[src/rtl/sd_pkg.sv]
// Shared types for the signed-digit vector multiplexer: digit encoding,
// delay-line payload and the framing FSM states.
package sd_pkg;

  typedef logic [1:0] sd_digit_t;

  localparam sd_digit_t SD_POS  = 2'b10;
  localparam sd_digit_t SD_NEG  = 2'b01;
  localparam sd_digit_t SD_ZERO = 2'b00;

  typedef enum logic [1:0] {
    SD_IDLE  = 2'd0,
    SD_RUN   = 2'd1,
    SD_DRAIN = 2'd2
  } sd_state_e;

  // One delay-line entry: the digit plus its framing flags.
  typedef struct packed {
    sd_digit_t digit;
    logic      valid;
    logic      last;
  } sd_tap_t;

endpackage

[src/rtl/sd_delay_line.sv]
// Parametrised shift register with asynchronous active-low clear; output is
// the oldest stage, so an entry emerges DEPTH clocks after it is pushed.
module sd_delay_line #(
  parameter int unsigned WIDTH = 4,
  parameter int unsigned DEPTH = 1
) (
  input  logic             clk,
  input  logic             rst_n,
  input  logic [WIDTH-1:0] din,
  output logic [WIDTH-1:0] dout
);

  logic [WIDTH-1:0] stage [DEPTH];

  always_ff @(posedge clk or negedge rst_n) begin
    if (!rst_n) begin
      for (int i = 0; i < int'(DEPTH); i++) stage[i] <= '0;
    end else begin
      stage[0] <= din;
      for (int i = 1; i < int'(DEPTH); i++) stage[i] <= stage[i-1];
    end
  end

  assign dout = stage[DEPTH-1];

endmodule

[src/rtl/sdvm_pipe.sv]
// Signed-digit vector multiplexer: scales a plus/minus operand vector by a
// delayed radix-2 digit. Optional SDVM_OUT_REG_EN registers the output stage.
module sdvm_pipe
  import sd_pkg::*;
#(
  parameter int unsigned W          = 4,
  parameter int unsigned DELAY      = 1,
  parameter int unsigned NUM_DIGITS = 8
) (
  input  logic         clk,
  input  logic         rst_n,
  input  logic         start,
  input  logic         digit_valid,
  input  logic [1:0]   digit_select,
  input  logic [W-1:0] vec_in_plus,
  input  logic [W-1:0] vec_in_minus,
  output logic [W-1:0] vec_out_plus,
  output logic [W-1:0] vec_out_minus,
  output logic         out_valid,
  output logic         out_last,
  output logic         busy
);

  localparam int unsigned CW = $clog2(NUM_DIGITS + 1);
`ifdef SDVM_OUT_REG_EN
  localparam int unsigned DRAIN_LEN = DELAY + 1;
`else
  localparam int unsigned DRAIN_LEN = DELAY;
`endif
  localparam int unsigned DCW = $clog2(DRAIN_LEN + 1);

  sd_state_e      state, state_nx;
  logic [CW-1:0]  cnt, cnt_nx;
  logic [DCW-1:0] dcnt, dcnt_nx;
  logic           is_last;
  sd_tap_t        push, tap;
  logic [W-1:0]   sel_plus, sel_minus;

  always_ff @(posedge clk or negedge rst_n) begin
    if (!rst_n) begin
      state <= SD_IDLE;
      cnt   <= '0;
      dcnt  <= '0;
      busy  <= 1'b0;
    end else begin
      state <= state_nx;
      cnt   <= cnt_nx;
      dcnt  <= dcnt_nx;
      busy  <= (state_nx != SD_IDLE);
    end
  end

  // Framing FSM: counts accepted digits, then waits for the line to empty.
  always_comb begin
    state_nx = state;
    cnt_nx   = cnt;
    dcnt_nx  = dcnt;
    push     = '0;
    is_last  = (cnt == CW'(NUM_DIGITS - 1));
    case (state)
      SD_IDLE: begin
        if (start) begin
          state_nx = SD_RUN;
          cnt_nx   = '0;
        end
      end
      SD_RUN: begin
        if (digit_valid) begin
          push.digit = digit_select;
          push.valid = 1'b1;
          push.last  = is_last;
          cnt_nx     = cnt + CW'(1);
          if (is_last) begin
            state_nx = SD_DRAIN;
            dcnt_nx  = '0;
          end
        end
      end
      SD_DRAIN: begin
        if (dcnt == DCW'(DRAIN_LEN - 1)) state_nx = SD_IDLE;
        else                             dcnt_nx  = dcnt + DCW'(1);
      end
      default: state_nx = SD_IDLE;
    endcase
  end

  sd_delay_line #(
    .WIDTH ($bits(sd_tap_t)),
    .DEPTH (DELAY)
  ) u_line (
    .clk   (clk),
    .rst_n (rst_n),
    .din   (push),
    .dout  (tap)
  );

  // Negation is a rail swap; zero digits and bubbles give an all-zero vector.
  always_comb begin
    sel_plus  = '0;
    sel_minus = '0;
    if (tap.valid) begin
      case (tap.digit)
        SD_POS: begin
          sel_plus  = vec_in_plus;
          sel_minus = vec_in_minus;
        end
        SD_NEG: begin
          sel_plus  = vec_in_minus;
          sel_minus = vec_in_plus;
        end
        default: begin
          sel_plus  = '0;
          sel_minus = '0;
        end
      endcase
    end
  end

`ifdef SDVM_OUT_REG_EN
  always_ff @(posedge clk or negedge rst_n) begin
    if (!rst_n) begin
      vec_out_plus  <= '0;
      vec_out_minus <= '0;
      out_valid     <= 1'b0;
      out_last      <= 1'b0;
    end else begin
      vec_out_plus  <= sel_plus;
      vec_out_minus <= sel_minus;
      out_valid     <= tap.valid;
      out_last      <= tap.valid & tap.last;
    end
  end
`else
  assign vec_out_plus  = sel_plus;
  assign vec_out_minus = sel_minus;
  assign out_valid     = tap.valid;
  assign out_last      = tap.valid & tap.last;
`endif

endmodule

[config.mk]
export PLATFORM = sky130hd
export DESIGN_NAME = sdvm_pipe
export DESIGN_NICKNAME = d
export VERILOG_FILES = /design/src/rtl/sd_pkg.sv /design/src/rtl/sd_delay_line.sv /design/src/rtl/sdvm_pipe.sv
export SDC_FILE = /design/constraint.sdc
export NUM_CORES = 1
export LEC_CHECK = 0
export CAP_MARGIN = 10
export CORE_MARGIN = 1.5
export CORE_UTILIZATION = 41
export DETAILED_ROUTE_END_ITERATION = 16
export PLACE_DENSITY = 0.77
export REMOVE_ABC_BUFFERS = 1
export SETUP_SLACK_MARGIN = 0.1
export SLEW_MARGIN = 10
export SYNTH_ARGS = -nofsm -noshare
export SYNTH_HDL_FRONTEND = slang
export SYNTH_SLANG_ARGS = --single-unit
[constraint.sdc]
create_clock -name clk -period 1.5 [get_ports clk]
set_input_delay 0.15 -clock clk [delete_from_list [all_inputs] [get_ports clk]]
set_output_delay 0.15 -clock clk [all_outputs]
set_load 0.005 [all_outputs]
==> impl_metrics.ini <==
[worst_setup_path]
arrival_ps = 1380
path_class = reg2out
rr_startpoint = cnt[0]
critPathLaunchType = flip-flop
cp_max_fo = 8
critPathLaunch = u_line.dout[2]
required_ps = 1350
end_kind = output pin

[clock_tree]
cts_tree = built
cts_buffer_depth = 2
clock-sinks = 11
cts_buffers = 3
htree_levels = 1
cts_root_buf = clkbuf_4
worst_skew_pair.late_latency_ps = 260
clk_pin_slew_ps = 70

[synthesis]
ys_warn_count = 0
seq_area_frac_synth_pct = 44.9
synthesis.area_sq_um = 613
yosysMostFrequentCell = nor2_1
synth_edf_count = 0
avgSynthCellArea_sq_um = 9.43
synth_area_leader_cell = dfrtp_1
ys_ff_latch = 11
yosys-top-cells-count = nor2_1 (14), dfrtp_1 (11), a22oi_1 (8)
synthArstFlopShare_pct = 100
synth.distinct_cells = 22
ys.flop_type = dfrtp_1
synth_area_leaders = dfrtp_1 (45%), a22oi_1 (9.8%), nor2_1 (8.6%)
yosysTopAreaCellShare_pct = 44.9
syn_inst = 65

[sta]
finalCritPeriodShare_pct = 102
rsz0062_at_grt = yes
skew_ps = 0.476
min_period_ps = 1530
final_hold_viol_count = 0
fmax_ghz = 0.654
tightest_slew_ps = 487
setup_ws_ps = -29.3
maxSlewHeadroom_pct = 67.4
setup_viol = 4
slew_violations = 0
holdWs_ps = 213

[floorplan]
core-area_sq_mm = 0.00135
die_area_sq_mm = 0.00174
ios = 25
die_x_um = 41.7
die_y_um = 41.7
initial_utilization_pct = 45.4
rows = 13

[final_layout]
n_antenna_cell = 0
multi_input_area_sq_um = 345
regArea_sq_um = 277
drive_gt1_share_pct = 28.3
fill_cells = 108
layout.nets = 110
final_cell_area_sq_um = 908
area_growth_pct = 48.2

[place]
gp_congestion = 0.765
port_buffers = 24
dp_hpwl_mm = 1.03
dpl_cell_area_sq_um = 853

[drt]
drc_errors = 0
drtAntennaViolNets = 0
drtPass1Iterations = 4
vias_per_cell = 5.36
drt-initial-drc-count = 14
vias = 574
wl_per_cell_um = 13.3
wirelength_mm = 1.42

[power_and_ir_drop]
peakVddDrop_v = 0.000801
p_total_uw = 1190
p_per_area_mw_per_mm2 = 1300
leakage_uw = 0.000433

[min_path]
hp-class = in2async

[global_route]
grt_overflow = 0
grt_max_degree = 12
grt_use_total_pct = 17.2
antenna_found_initial = 0
grt_pass1_wl_mm = 2.35
grt_pass1_vias = 575

[status]
violations = setup timing
status = complete, but fails checks

[flow_run]
cap_violations = 0
area by class of cell:
class / instances / share of cell area [%]
tap: 15 / 2.07
clock buffer: 4 / 2.89
timing repair buffer: 27 / 24.5
multi-input combinational: 45 / 38.0
inverter: 5 / 2.07
sequential: 11 / 30.4
state kept, by name, summed over array words and instances (netlist names):
| name | count |
|---|---|
| cnt | 4 |
| u_line.dout | 4 |
| state | 2 |
| busy | 1 |
critical path, stage by stage (launching register included):
cell and delay, ps:
dfrtp_1 420, inv_2 90, ha_4 190, nand2b_4 180, nor2_1 110, buf_2 120
worst paths after layout:
| path | endpoint | slack (ps) | cells past startpoint |
|---|---|---|---|
| hold reg to reg | cnt[3] | 580 | 2 |
| setup / recovery | vec_out_minus[2] | -30 | 5 |
| setup reg to reg | cnt[2] | 160 | 4 |
| min in group clk | u_line.dout[3] | 470 | 2 |
| hold / removal | cnt[2] | 210 | 1 |
| max in group asynchronous | cnt[0] | 930 | 1 |
per-layer routing:
metal	track usage [%]	share of wire, %	vias up
met5	0	0	-
met4	8.39	0.78	0
met3	6.09	7.3	2
met2	26.9	49	20
met1	20.9	43	271
li1	-	-	281
cell usage in the layout (no fill, tap or decap):
cell | Yosys | final
mux2i_1 | 1 | 1
nand3_1 | 1 | 1
ha_4 | 0 | 2
nor2_1 | 14 | 9
nand4b_1 | 1 | 1
buf_4 | 1 | 4
a22oi_2 | 1 | 1
o21bai_1 | 1 | 1
buf_2 | 0 | 8
nand2_1 | 1 | 1
dlymetal6s2s_1 | 0 | 1
a22o_1 | 4 | 4
nor2b_1 | 1 | 1
dfrtp_1 | 11 | 10
a22oi_1 | 8 | 8
nand2b_1 | 2 | 1
dfrtp_2 | 0 | 1
nand3b_1 | 1 | 1
clkbuf_1 | 3 | 1
nand2b_4 | 0 | 1
clkbuf_4 | 0 | 3
and2_1 | 1 | 1
or3_1 | 1 | 1
inv_1 | 5 | 4
o21ai_1 | 1 | 1
clkdlybuf4s50_1 | 0 | 14
ha_1 | 3 | 1
nor2_2 | 0 | 5
mux2_1 | 1 | 1
and3_1 | 2 | 2
inv_2 | 0 | 1
metrics by stage:
| stage | TNS (ps) | utilization [%] | cells | setup slack [ps] |
|---|---|---|---|---|
| after floorplan | 0 | - | 61 | 238 |
| after global placement | -1360 | 63.2 | 100 | -176 |
| after detailed placement | -1740 | 63.2 | 100 | -229 |
| after CTS | 0 | 65.0 | 105 | 13.4 |
| after global routing | -550 | 67.3 | 107 | -94.5 |
| final | -61.0 | 67.3 | 107 | -29.3 |
power breakdown:
group          switching, uW  internal (uW)  total [uW]
Clock                   96.4            103         199
Sequential              95.6            391         487
Combinational            217            282         499
Total                    409            776        1190
cell families (layout without fill, tap and decap cells):
group,after synthesis,after routing,synth area share (%)
simple gates,25,25,19.8
compound gates,15,15,19.6
flops,11,11,44.9
buf+inv,9,36,6.12
fa+ha+maj,3,3,6.12
mux,2,2,3.47
what timing repair did:
item / CTS / global route
endpoints found under the setup margin: 9 / 10
buffers inserted: 1 / 2
gates cloned: 0 / 0
pin swaps: 8 / 1
resized for setup: 40 / 6
hold buffers: 0 / 0
(Power assumes the default switching activity.)
